===== config.mk =====
export PLATFORM = sky130hd
export DESIGN_NAME = pipe_stage_reg
export DESIGN_NICKNAME = d
export VERILOG_FILES = /design/src/rtl/cpu_pipe_pkg.sv /design/src/rtl/pipe_stage_reg.sv
export SDC_FILE = /design/constraint.sdc
export NUM_CORES = 1
export LEC_CHECK = 0
export BUFFER_PORTS_ARGS = -buffer_cell sky130_fd_sc_hd__buf_4
export CORE_MARGIN = 5
export CORE_UTILIZATION = 43
export CTS_CLUSTER_SIZE = 12
export DETAILED_ROUTE_END_ITERATION = 8
export GPL_ROUTABILITY_DRIVEN = 0
export PLACE_DENSITY_LB_ADDON = 0.08
export SLEW_MARGIN = 15
export SYNTH_ARGS = -nofsm -noshare
export SYNTH_HDL_FRONTEND = slang
export SYNTH_SLANG_ARGS = --single-unit
export TNS_END_PERCENT = 5

===== constraint.sdc =====
create_clock -name clk -period 2.63 [get_ports clk]
set_input_delay 0.526 -clock clk [delete_from_list [all_inputs] [get_ports clk]]
set_output_delay 0.526 -clock clk [all_outputs]
set_load 0.05 [all_outputs]

===== src/rtl/cpu_pipe_pkg.sv =====
// Shared pipeline definitions: bundle widths, field offsets inside each
// inter-stage bundle, and the state encoding of the skid-mode stage register.
package cpu_pipe_pkg;

    // EXE -> MEM bundle, LSB first: ctrl, rd, dram_wdata, dram_waddr, br_target, alu_result, pc
    localparam int unsigned EXE_MEM_W          = 170;
    localparam int unsigned EM_CTRL_LSB        = 0;
    localparam int unsigned EM_CTRL_W          = 5;
    localparam int unsigned EM_RD_LSB          = 5;
    localparam int unsigned EM_DRAM_WDATA_LSB  = 10;
    localparam int unsigned EM_DRAM_WADDR_LSB  = 42;
    localparam int unsigned EM_BR_TARGET_LSB   = 74;
    localparam int unsigned EM_ALU_RESULT_LSB  = 106;
    localparam int unsigned EM_PC_LSB          = 138;

    localparam int unsigned MEM_WB_W           = 71;
    localparam int unsigned MW_CTRL_LSB        = 0;
    localparam int unsigned MW_CTRL_W          = 2;
    localparam int unsigned MW_RD_LSB          = 2;
    localparam int unsigned MW_ALU_RESULT_LSB  = 7;
    localparam int unsigned MW_PC_LSB          = 39;

    localparam int unsigned ID_EXE_W           = 149;
    localparam int unsigned IE_CTRL_LSB        = 0;
    localparam int unsigned IE_CTRL_W          = 16;
    localparam int unsigned IE_RD_LSB          = 16;
    localparam int unsigned IE_BR_TARGET_LSB   = 21;
    localparam int unsigned IE_SRC2_LSB        = 53;
    localparam int unsigned IE_SRC1_LSB        = 85;
    localparam int unsigned IE_PC_LSB          = 117;

    localparam int unsigned REG_IDX_W          = 5;
    localparam int unsigned XLEN               = 32;

    typedef enum logic [1:0] {
        SKID_EMPTY = 2'd0,
        SKID_ONE   = 2'd1,
        SKID_TWO   = 2'd2
    } skid_state_e;

endpackage


===== src/rtl/pipe_stage_reg.sv =====
// Inter-stage pipeline register with valid/ready handshake and flush.
// SKID=0: single slot, pass-through ready. SKID=1: two entries, registered ready.
module pipe_stage_reg
    import cpu_pipe_pkg::*;
#(
    parameter int unsigned WIDTH = EXE_MEM_W,
    parameter bit          SKID  = 1'b0
) (
    input  logic             clk,
    input  logic             resetn,
    input  logic             in_valid,
    input  logic [WIDTH-1:0] in_data,
    output logic             in_ready,
    output logic             out_valid,
    output logic [WIDTH-1:0] out_data,
    input  logic             out_ready,
    input  logic             flush,
    output logic [1:0]       count
);

    generate
        if (SKID == 1'b0) begin : g_single
            logic             full_q, full_d;
            logic [WIDTH-1:0] data_q, data_d;
            logic             up_xfer, dn_xfer;

            assign in_ready  = (!full_q || out_ready) && !flush;
            assign out_valid = full_q && !flush;
            assign out_data  = data_q;
            assign count     = {1'b0, full_q};
            assign up_xfer   = in_valid && in_ready;
            assign dn_xfer   = out_valid && out_ready;

            // NOTE: every always_comb output gets a default first, so no path can infer a latch.
            always_comb begin
                full_d = full_q;
                data_d = data_q;
                if (flush) begin
                    full_d = 1'b0;
                end else if (up_xfer) begin
                    full_d = 1'b1;
                    data_d = in_data;
                end else if (dn_xfer) begin
                    full_d = 1'b0;
                end
            end

            // NOTE: sequential state uses non-blocking assignments only; blocking here races other flops.
            // NOTE: the payload register is reset too, so out_data reads 0 out of reset.
            always_ff @(posedge clk or negedge resetn) begin
                if (!resetn) begin
                    full_q <= 1'b0;
                    data_q <= '0;
                end else begin
                    full_q <= full_d;
                    data_q <= data_d;
                end
            end
        end else begin : g_skid
            skid_state_e      state_q, state_d;
            logic [WIDTH-1:0] main_q, main_d;
            logic [WIDTH-1:0] skid_q, skid_d;
            logic             up_xfer, dn_xfer;

            // Ready depends only on registered state, breaking the out_ready -> in_ready path.
            assign in_ready  = (state_q != SKID_TWO) && !flush;
            assign out_valid = ((state_q == SKID_ONE) || (state_q == SKID_TWO)) && !flush;
            assign out_data  = main_q;
            assign count     = state_q;
            assign up_xfer   = in_valid && in_ready;
            assign dn_xfer   = out_valid && out_ready;

            always_comb begin
                state_d = state_q;
                main_d  = main_q;
                skid_d  = skid_q;
                if (flush) begin
                    state_d = SKID_EMPTY;
                end else begin
                    case (state_q)
                        SKID_EMPTY: begin
                            if (up_xfer) begin
                                state_d = SKID_ONE;
                                main_d  = in_data;
                            end
                        end
                        SKID_ONE: begin
                            case ({up_xfer, dn_xfer})
                                2'b10: begin
                                    state_d = SKID_TWO;
                                    skid_d  = in_data;
                                end
                                2'b01:   state_d = SKID_EMPTY;
                                2'b11:   main_d  = in_data;
                                default: state_d = SKID_ONE;
                            endcase
                        end
                        SKID_TWO: begin
                            if (dn_xfer) begin
                                state_d = SKID_ONE;
                                main_d  = skid_q;
                            end
                        end
                        default: state_d = SKID_EMPTY;
                    endcase
                end
            end

            always_ff @(posedge clk or negedge resetn) begin
                if (!resetn) begin
                    state_q <= SKID_EMPTY;
                    main_q  <= '0;
                    skid_q  <= '0;
                end else begin
                    state_q <= state_d;
                    main_q  <= main_d;
                    skid_q  <= skid_d;
                end
            end
        end
    endgenerate

endmodule


# ---- After elaboration in Yosys (flattened, before gate mapping)
# Cells that the tools add are included.
dict set report totals {
  reg_bits 171
  output_inout_bits 174
  inputBits 175
  elab_cells 15
}
dict set report classes {
  muxes 3
  bitwise 1
  n_reduce_logical 9
}
# op count
set op_table {}
lappend op_table {{logical AND 1 bit} 4}
lappend op_table {{two-way mux 1 bit} 3}
lappend op_table {{nonzero test 3 bit} 1}
lappend op_table {{logical NOT 1 bit} 2}
lappend op_table {{AND reduction 2 bit} 1}
lappend op_table {{logical OR 1 bit} 1}
lappend op_table {{inverter 1 bit} 1}

# ---- Longest topological paths before layout
# Gate-level depths: netlist of the first run.
dict set report depth {
  ltp_word 6
  mapped_depth 6
  ltp_nobuf 3
}

# ---- Least setup slack after synthesis of the first run
# OpenSTA, ideal clock, no wires.
dict set report synth_path {
  path_kind {input-to-output}
  startpoint {in flush}
  endpoint {out out_valid}
  path_stages 1
  t_arrival_ns 1.215
  n_path_buf 0
  path_slack_ns 0.889
  cell_sequence {nor2b_1}
}
dict set report synth_between {
  elab_chain_cells 2
}
# item line
set synth_rtl {}
lappend synth_rtl {{from (decl)} pipe_stage_reg.sv:17} ;# input logic flush,
lappend synth_rtl {{logical NOT 1 bit} pipe_stage_reg.sv:28} ;# assign out_valid = full_q && !flush;
lappend synth_rtl {{logical AND 1 bit} pipe_stage_reg.sv:28}
lappend synth_rtl {{to (decl)} pipe_stage_reg.sv:14} ;# output logic out_valid,
# Every way passes these cells.

# ---- Worst setup path in the final report of the first run
dict set report layout_path {
  startpoint {reg g_single.full_q}
  endpoint {reg g_single.data_q[37], in the netlist out_data[37]}
}
dict set report layout_between {
  elab_chain_cells 5
}
# item line
set layout_rtl {}
lappend layout_rtl {{from (decl)} pipe_stage_reg.sv:23} ;# logic full_q, full_d;
lappend layout_rtl {{from (signal assigned)} pipe_stage_reg.sv:55} ;# full_q <= full_d;
lappend layout_rtl {{logical NOT 1 bit} pipe_stage_reg.sv:27} ;# assign in_ready = (!full_q || out_ready) && !flush;
lappend layout_rtl {{logical OR 1 bit} pipe_stage_reg.sv:27}
lappend layout_rtl {{logical AND 1 bit} pipe_stage_reg.sv:27}
lappend layout_rtl {{logical AND 1 bit} pipe_stage_reg.sv:31} ;# assign up_xfer = in_valid && in_ready;
lappend layout_rtl {{AND reduction 2 bit (no line)} --}
lappend layout_rtl {{to (signal assigned)} pipe_stage_reg.sv:56} ;# data_q <= data_d;
lappend layout_rtl {{to (decl)} pipe_stage_reg.sv:24} ;# logic [WIDTH-1:0] data_q, data_d;
# Every way passes these cells.
# A chain may end at the register's enable or synchronous reset.

==> metrics.md, run 1 <==
| Metric | Value |
|---|---|
| Status | complete, no violations |
| Largest net degree at the start of global routing | 60 |
| Hold_buf cts | 0 |
| CP Class | reg2reg |
| Sequential element share of the synthesized area | 61.9% |
| Rows | 46 |
| Crit share post-route | 71.0% |
| Mapped Nets | 544 |
| TritonCTS clock tree | done |
| ANT nets after route | 0 |
| Clk sinks | 171 |
| Min-Delay Path Class | in2async |
| Post-Route Skew | 0.00656 ns |
| CTS root buffer | clkbuf_16 |
| Clock transition at path regs | 0.07 ns |
| #FFs+latches synth | 171 |
| Area grow syn2layout | 48.3% |
| R2R Path Start | g_single.full_q |
| Insertion delay to the later sink of the worst-skew pair | 0.42 ns |
| Worst VDD drop | 560 µV |
| Startpoint types | register |
| Fillcell total | 1209 |
| Cts repair resizes | 0 |
| Share of layout cells above drive strength 1 | 76.1% |
| Initial core utilization | 43.7% |
| WL per Instance | 20.1 µm |
| Antenna violations before repair | 0 |
| Die area | 18700 µm² |
| Hold Vio Cnt, Final | 0 |
| Tightest hold margin | 0.0703 ns |
| Post-Synthesis Cells | 369 |
| Post-Syn Area per Cell | 18.7 µm² |
| Top-Level Pins | 349 |
| Max Slew Vio Count | 0 |
| Setup violations, final | 0 |
| PwrDens | 916 nW/µm² |
| Cell leakage power | 0.00507 µW |
| Die Wd | 137 µm |
| Vias per cell | 4.66 |
| Drt total wl | 19.1 mm |
| # nets final | 897 |
| Setup crit start | g_single.full_q |
| Max transition margin | 60.1% |
| Critical Path Sink Type | register |
| Post-CTS setup buffers | 0 |
| Worst-path maximum fanout | 44 |
| Final core utilization | 64.8% |
| 1st-pass router iterations | 4 |
| Most frequent cells in the layout | buf_4 (348), dfrtp_1 (171), mux2_4 (100) |
| Worst endpoint required time | 2.94 ns |
| Iteration-0 DRC Markers | 142 |
| Max_cap viols | 0 |
| Core area | 15800 µm² |
| Peak Freq | 536 MHz |
| Synth unique cells | 11 |
| H-tree depth | 4 |
| Mapped cell area | 6920 µm² |
| First-pass GRT wire length | 28.1 mm |
| Chip Height | 137 µm |
| Grt ovf | 0 |
| Fin crit period | 1.87 ns |
| Global-route usage over all layers | 20.1% |
| DRC viols | 0 |
| Buffers on Ports | 347 |
| Num CTS Buffers | 17 |
| Via Count | 4436 |
| Unrepaired setup endpoints after global routing | no |
| Vias in the first global route | 4991 |
| YS warnings | 0 |
| Sum of negative setup slack | 0 ns |
| Commonest non-fill, non-tap cell in the layout | buf_4 |
| Worst Tran Pin Value | 0.599 ns |
| Diode count | 0 |
| Max Root-Sink Buffers | 2 |
| Dpl hpwl | 14.3 mm |
| Worst EP arrival | 2.17 ns |
-- area by class of cell --
class / count / area (µm²) / share of cell area [%]
clock buffers: 19 / 453 / 4.42
clock inverters: 13 / 163 / 1.59
multi-input cells: 177 / 2340 / 22.9
flip-flops and latches: 171 / 4280 / 41.7
well taps: 216 / 270 / 2.64
repair buffers: 355 / 2740 / 26.8
-- layer usage --
metal / part of all wire, % / vias to the layer above / global-route usage, %
met3: 10 / 34 / 8.68
met4: 2.9 / 0 / 7.32
met2: 51 / 224 / 34.6
li1: - / 1991 / -
met1: 36 / 2187 / 22.1
met5: 0 / - / 0
-- cell families after synthesis --
kind of cell | count (synthesis) | synth area share (%)
flops | 171 | 61.9
mux | 170 | 33.1
other cells | 1 | 0.0542
simple gates | 6 | 0.633
buf+inv | 21 | 4.32
-- path summary, 6_finish.rpt --
check,end,slack (ns),cells past startpoint
min in group clk,g_single.full_q,0.30,2
max in group asynchronous,out_data[127],1.84,2
min reg2reg,out_data[25],0.51,1
max,out_data[37],0.76,4
min,out_data[75],0.07,1
max reg2reg,out_data[37],0.76,4
-- cells in the mapped netlist --
cell	n	area (µm²)
dfrtp_1	171	4280
mux2_4	100	1500
mux2_2	70	788
buf_12	11	220
buf_4	9	67.6
nor2_1	3	11.3
buf_6	1	11.3
conb_1	1	3.75
nor2b_1	1	6.26
nor2b_4	1	13.8
nor3b_2	1	12.5
-- power breakdown --
| group | internal, µW | switching (µW) | leakage (µW) |
|---|---|---|---|
| Sequential | 3080 | 257 | 0.00201 |
| Combinational | 1270 | 2180 | 0.00276 |
| Clock | 1550 | 1060 | 0.000297 |
-- flip-flops by register name, indices dropped and copies added, names as in the netlist --
| name | count |
|---|---|
| g_single.full_q | 1 |
| out_data | 170 |
-- critical path, stage by stage (launching register included) --
cell and delay [ns]:
dfrtp_1 0.40, nor2b_4 0.15, nor3b_4 0.23, buf_4 0.54
mux2_2 0.41
-- per-stage QoR --
stage                     setup WS, ns  cells  instance area (µm²)  power (µW)
after floorplan                  0.889    369                 6920        5650
after global placement           0.687    919                 9640        6800
after detailed placement         0.606    919                 9640        6850
after CTS                        0.754    951                10300        9510
after global routing             0.690    951                10300        9780
final                            0.763    951                10300        9400
(Power assumes the default switching activity.)
==> run 2: changes to the inputs <==
--- a/config.mk
+++ b/config.mk
@@ -7,7 +7,7 @@
 export LEC_CHECK = 0
 export BUFFER_PORTS_ARGS = -buffer_cell sky130_fd_sc_hd__buf_4
 export CORE_MARGIN = 5
-export CORE_UTILIZATION = 43
+export CORE_UTILIZATION = 41
 export CTS_CLUSTER_SIZE = 12
 export DETAILED_ROUTE_END_ITERATION = 8
 export GPL_ROUTABILITY_DRIVEN = 0
==> constraint.sdc (replaced) <==
create_clock -name clk -period 1.7 [get_ports clk]
set_input_delay 0.34 -clock clk [delete_from_list [all_inputs] [get_ports clk]]
set_output_delay 0.34 -clock clk [all_outputs]
set_load 0.05 [all_outputs]
==> run 2 against run 1 <==
Count of clock-buffer cells in the layout is 1 higher; critical endpoint is now out_data[57]; core utilization fell by 1.1 points; largest power group unchanged; routed wire length grew 3.3%; combinational power up 57%; clock power grew 46%; fmax is 10% higher; non-clock buffer count rose by 22; global-route usage down 0.72 points.
==> metrics.md, run 2 (same netlist as run 1, synthesis figures left out) <==
| Metric | Value |
|---|---|
| Clock transition at path regs | 0.06 ns |
| ANT nets after route | 0 |
| Crit share post-route | 99.5% |
| Critical Path Sink Type | register |
| Most frequent cells in the layout | buf_4 (356), dfrtp_1 (171), mux2_4 (104) |
| Antenna violations before repair | 0 |
| Hold Vio Cnt, Final | 0 |
| Final core utilization | 63.7% |
| CP Class | reg2reg |
| DR top layer | met4 |
| Iteration-0 DRC Markers | 117 |
| Clk sinks | 171 |
| Startpoint types | register |
| Global-route usage over all layers | 19.4% |
| Worst-path maximum fanout | 9 |
| Sw frac | 37.2% |
| Share of layout cells above drive strength 1 | 76.5% |
| Grt ovf | 0 |
| CTS root buffer | clkbuf_16 |
| Final setup margin | 0.00931 ns |
| Worst EP arrival | 2.00 ns |
| Insertion delay to the later sink of the worst-skew pair | 0.42 ns |
| Area grow syn2layout | 52.7% |
| Worst endpoint required time | 2.01 ns |
| FF-to-FF path depth | 6 |
| NetSw | 5370 µW |
| Largest net degree at the start of global routing | 48 |
| Max_cap viols | 0 |
| Largest register FFs | 170 |
| R2R Setup Slk | 0.009 ns |
| Initial core utilization | 41.7% |
| Max Slew Vio Count | 0 |
| Chip Height | 140 µm |
| PwrDens | 1370 nW/µm² |
| 1st-pass router iterations | 4 |
| Dpl hpwl | 14.9 mm |
| Metal3 WL | 1.63 mm |
| CP endpoint | out_data[57] |
| Unrepaired setup endpoints after global routing | yes |
| Setup crit start | g_single.full_q |
| Rows | 47 |
| Int Pwr | 9050 µW |
| M1 WL | 7.29 mm |
| Commonest non-fill, non-tap cell in the layout | buf_4 |
| First-pass GRT wire length | 29.3 mm |
| Vias in the first global route | 5016 |
| Num CTS Buffers | 17 |
| Seq pwr share | 35.9% |
| Post-Route Skew | 0.00629 ns |
| H-tree depth | 4 |
| Reg2reg end | out_data[57] |
| Worst VDD drop | 691 µV |
| Register Area | 4280 µm² |
| Via Count | 4561 |
| Drt total wl | 19.8 mm |
| Setup violations, final | 0 |
| Comb power frac | 37.7% |
| TritonCTS clock tree | done |
| Buffers on Ports | 347 |
| Die area | 19600 µm² |
| Top-Level Pins | 349 |
| Fin crit period | 1.69 ns |
| Cell leakage power | 0.00523 µW |
| Clock power frac | 26.4% |
| Place WS | -0.00921 ns |
| Min-Delay Path Class | in2reg |
| # nets final | 919 |
| DRC viols | 0 |
| WL per Instance | 20.3 µm |
| Vias per cell | 4.67 |
| Max Root-Sink Buffers | 2 |
| Diode count | 0 |
| Die Wd | 140 µm |
| Core area | 16600 µm² |
| Status | complete, no violations |
| Multi-input logic area | 2360 µm² |
| R2R Path Start | g_single.full_q |
| Met2 wire len | 10.3 mm |
| Fillcell total | 1276 |
| Peak Freq | 591 MHz |
## run 2: cell count changes in the layout (fill, tap and decap cells not counted), moves of 2 or more
cell,change
buf_12,+4
buf_4,+8
buf_6,+3
clkbuf_16,+4
clkinv_2,+2
clkinv_4,+2
clkinvlp_4,-2
inv_6,-3
mux2_2,-4
mux2_4,+4
## run 2: layer usage
layer,vias to the layer above,global-route usage [%]
met3,29,7.00
li1,2041,-
met1,2280,21.8
met2,211,33.6
met4,0,7.65
met5,-,0
## run 2: critical path, stage by stage, from the launching register on
cell,delay (ns)
dfrtp_1,0.39
nor2b_4,0.15
nor3b_4,0.19
buf_6,0.16
buf_12,0.17
clkbuf_16,0.19
mux2_2,0.33
## run 2: power by group through the flow
stage	logic [µW]	registers, µW	clock network (µW)
final	5430	5180	3810
after global routing	5610	5260	4110
after CTS	5420	5180	3900
after detailed placement	5410	5230	0
after global placement	5360	5210	0
after floorplan	1090	7650	0
## run 2: what timing repair did
action,CTS,global route
endpoints found under the setup margin,33,86
buffers inserted,0,1
resized for setup,2,14
hold buffers,1,0
cloned,0,4
hold endpoints to repair,42,0
pin swaps,0,1
## run 2: area by class of cell
type | instances | share of cell area, %
Clock buffer | 20 | 4.33
Clock inverter | 11 | 1.13
Multi-Input combinational cell | 177 | 22.3
Sequential cell | 171 | 40.5
Tap cell | 220 | 2.61
Timing Repair Buffer | 377 | 29.1
## run 2: worst min-delay path by stage
stage	start	end	slack, ns	cells past startpoint
2_1_floorplan	resetn	g_single.full_q	0.04	0
3_3_place_gp	resetn	out_data[130]	0.31	1
3_5_place_dp	resetn	out_data[130]	0.32	1
4_1_cts	flush	g_single.full_q	0.10	2
5_1_grt	flush	g_single.full_q	0.11	2
6_report	flush	g_single.full_q	0.12	2
## run 2: through the flow
| step | instances | instance area [µm²] | total power [µW] | setup TNS (ns) | hold WS (ns) |
|---|---|---|---|---|---|
| global route | 976 | 10600 | 15000 | -1.88 | 0.105 |
| floorplan | 369 | 6920 | 8750 | 0 | 0.0444 |
| detailed placement | 939 | 9800 | 10600 | -0.0191 | 0.319 |
| global placement | 939 | 9800 | 10600 | 0 | 0.310 |
| CTS | 971 | 10400 | 14500 | 0 | 0.104 |
| finish | 976 | 10600 | 14400 | 0 | 0.123 |
==> run 3: changes to the inputs <==
--- a/config.mk
+++ b/config.mk
@@ -7,7 +7,7 @@
 export LEC_CHECK = 0
 export BUFFER_PORTS_ARGS = -buffer_cell sky130_fd_sc_hd__buf_4
 export CORE_MARGIN = 5
-export CORE_UTILIZATION = 41
+export CORE_UTILIZATION = 43
 export CTS_CLUSTER_SIZE = 12
 export DETAILED_ROUTE_END_ITERATION = 8
 export GPL_ROUTABILITY_DRIVEN = 0
==> constraint.sdc (replaced) <==
create_clock -name clk -period 2.02 [get_ports clk]
set_input_delay 0.404 -clock clk [delete_from_list [all_inputs] [get_ports clk]]
set_output_delay 0.404 -clock clk [all_outputs]
set_load 0.05 [all_outputs]
==> run 3 against run 2 <==
Critical endpoint is now out_data[27]; power fell by 16%; register-to-register slack improved by 0.24 ns; routed wire length shrank 3.9%; final area shrank 2.3%; global-route usage rose by 0.46 points; highest routed layer unchanged.
==> metrics.md, run 3 (same netlist as run 1, synthesis figures left out) <==
| Metric | Value |
|---|---|
| 1st-pass router iterations | 4 |
| Initial core utilization | 43.7% |
| PwrDens | 1170 nW/µm² |
| H-tree depth | 4 |
| Largest net degree at the start of global routing | 45 |
| Diode count | 0 |
| Die area | 18700 µm² |
| DRC viols | 0 |
| Global-route usage over all layers | 19.9% |
| Critical Path Sink Type | register |
| Top-Level Pins | 349 |
| Startpoint types | register |
| Cell leakage power | 0.00510 µW |
| Hold Path Stages | 2 |
| Max Slew Vio Count | 0 |
| Commonest non-fill, non-tap cell in the layout | buf_4 |
| Setup violations, final | 0 |
| Hold wc startpoint | flush |
| Iteration-0 DRC Markers | 130 |
| Post-Route Skew | 0.0102 ns |
| Peak Freq | 566 MHz |
| TritonCTS clock tree | done |
| # nets final | 904 |
| Worst VDD drop | 609 µV |
| Drt total wl | 19.0 mm |
| Max_cap viols | 0 |
| Fillcell total | 1204 |
| Die Wd | 137 µm |
| Num CTS Buffers | 17 |
| Area grow syn2layout | 49.2% |
| Unrepaired setup endpoints after global routing | no |
| Clk sinks | 171 |
| FF-to-FF path depth | 5 |
| Vias per cell | 4.70 |
| R2R Path Start | g_single.full_q |
| Crit share post-route | 87.5% |
| Largest register FFs | 170 |
| Min-Delay Path Class | in2reg |
| Clock transition at path regs | 0.06 ns |
| Fin crit period | 1.77 ns |
| Final setup margin | 0.253 ns |
| Antenna violations before repair | 0 |
| ANT nets after route | 0 |
| Place WS | 0.224 ns |
| Worst endpoint required time | 2.32 ns |
| Chip Height | 137 µm |
| R2R Setup Slk | 0.25 ns |
| Dpl hpwl | 14.7 mm |
| Insertion delay to the later sink of the worst-skew pair | 0.42 ns |
| Worst-path maximum fanout | 32 |
| WL per Instance | 19.8 µm |
| Hold Vio Cnt, Final | 0 |
| Core area | 15800 µm² |
| Vias in the first global route | 4952 |
| Status | complete, no violations |
| Reg2reg end | out_data[27] |
| Most frequent cells in the layout | buf_4 (352), dfrtp_1 (171), mux2_4 (100) |
| CP Class | reg2reg |
| First-pass GRT wire length | 27.9 mm |
| WHS Endpoint | g_single.full_q |
| Max Root-Sink Buffers | 2 |
| Sum of negative setup slack | 0 ns |
| Grt ovf | 0 |
| CTS root buffer | clkbuf_16 |
| Worst EP arrival | 2.07 ns |
| Share of layout cells above drive strength 1 | 75.9% |
| Buffers on Ports | 347 |
| Rows | 46 |
| Via Count | 4498 |
[run 3: cell types whose count changed in the layout (fill, tap and decap cells not counted), sizes merged]
cell	previous run	this run
buf	372	361
clkbuf	24	23
inv	1	0
clkinv	7	3
clkinvlp	1	4
[run 3: critical path: stages (launching register included)]
cell	delay (ns)
dfrtp_1	0.39
nor2b_4	0.15
nor3b_4	0.24
buf_12	0.25
buf_12	0.23
mux2_2	0.35
[run 3: timing repair]
action	CTS	global route
resized for setup	0	0
hold buffers	1	0
hold endpoints to repair	40	0
buffers inserted	0	0
setup endpoints to repair	0	0
[run 3: worst max-delay path by stage]
stage | startpoint | endpoint | cells past startpoint
after floorplan | g_single.full_q | in_ready | 2
after global placement | flush | out_data[91] | 5
after detailed placement | flush | out_data[24] | 5
after CTS | g_single.full_q | out_data[22] | 5
after global routing | g_single.full_q | out_data[18] | 5
final | g_single.full_q | out_data[27] | 5
[run 3: layout make-up]
| type | count | area (µm²) | area share [%] |
|---|---|---|---|
| Clock buffer | 23 | 488 | 4.73 |
| Timing Repair Buffer | 362 | 2820 | 27.4 |
| Sequential cell | 171 | 4280 | 41.5 |
| Tap cell | 216 | 270 | 2.62 |
| Multi-Input combinational cell | 177 | 2340 | 22.7 |
| Clock inverter | 9 | 113 | 1.09 |
[run 3: where the power goes]
| part | switching, µW | internal [µW] | leakage [µW] |
|---|---|---|---|
| registers | 336 | 4010 | 0.00201 |
| clock network | 1310 | 1960 | 0.000282 |
| logic | 2830 | 1670 | 0.00280 |
[run 3: stage by stage]
stage               power (µW)  std cells  area (µm²)  utilization (%)  hold WS, ns
global placement          8870        925        9710             61.3        0.367
global route             12600        958       10300             65.2        0.157
CTS                      12200        958       10300             65.2        0.153
detailed placement        8930        925        9710             61.3        0.370
finish                   12100        958       10300             65.2        0.175
floorplan                 7360        369        6920                -        0.108
[run 3: metal layers]
layer / part of all wire (%) / wire length, µm / track usage [%] / vias up
met3: 10 / 1970 / 8.01 / 29
met5: 0 / 0 / 0 / -
met1: 37 / 6940 / 21.9 / 2225
met4: 2.6 / 503 / 8.37 / 0
met2: 50 / 9590 / 33.9 / 236
li1: - / - / - / 2008
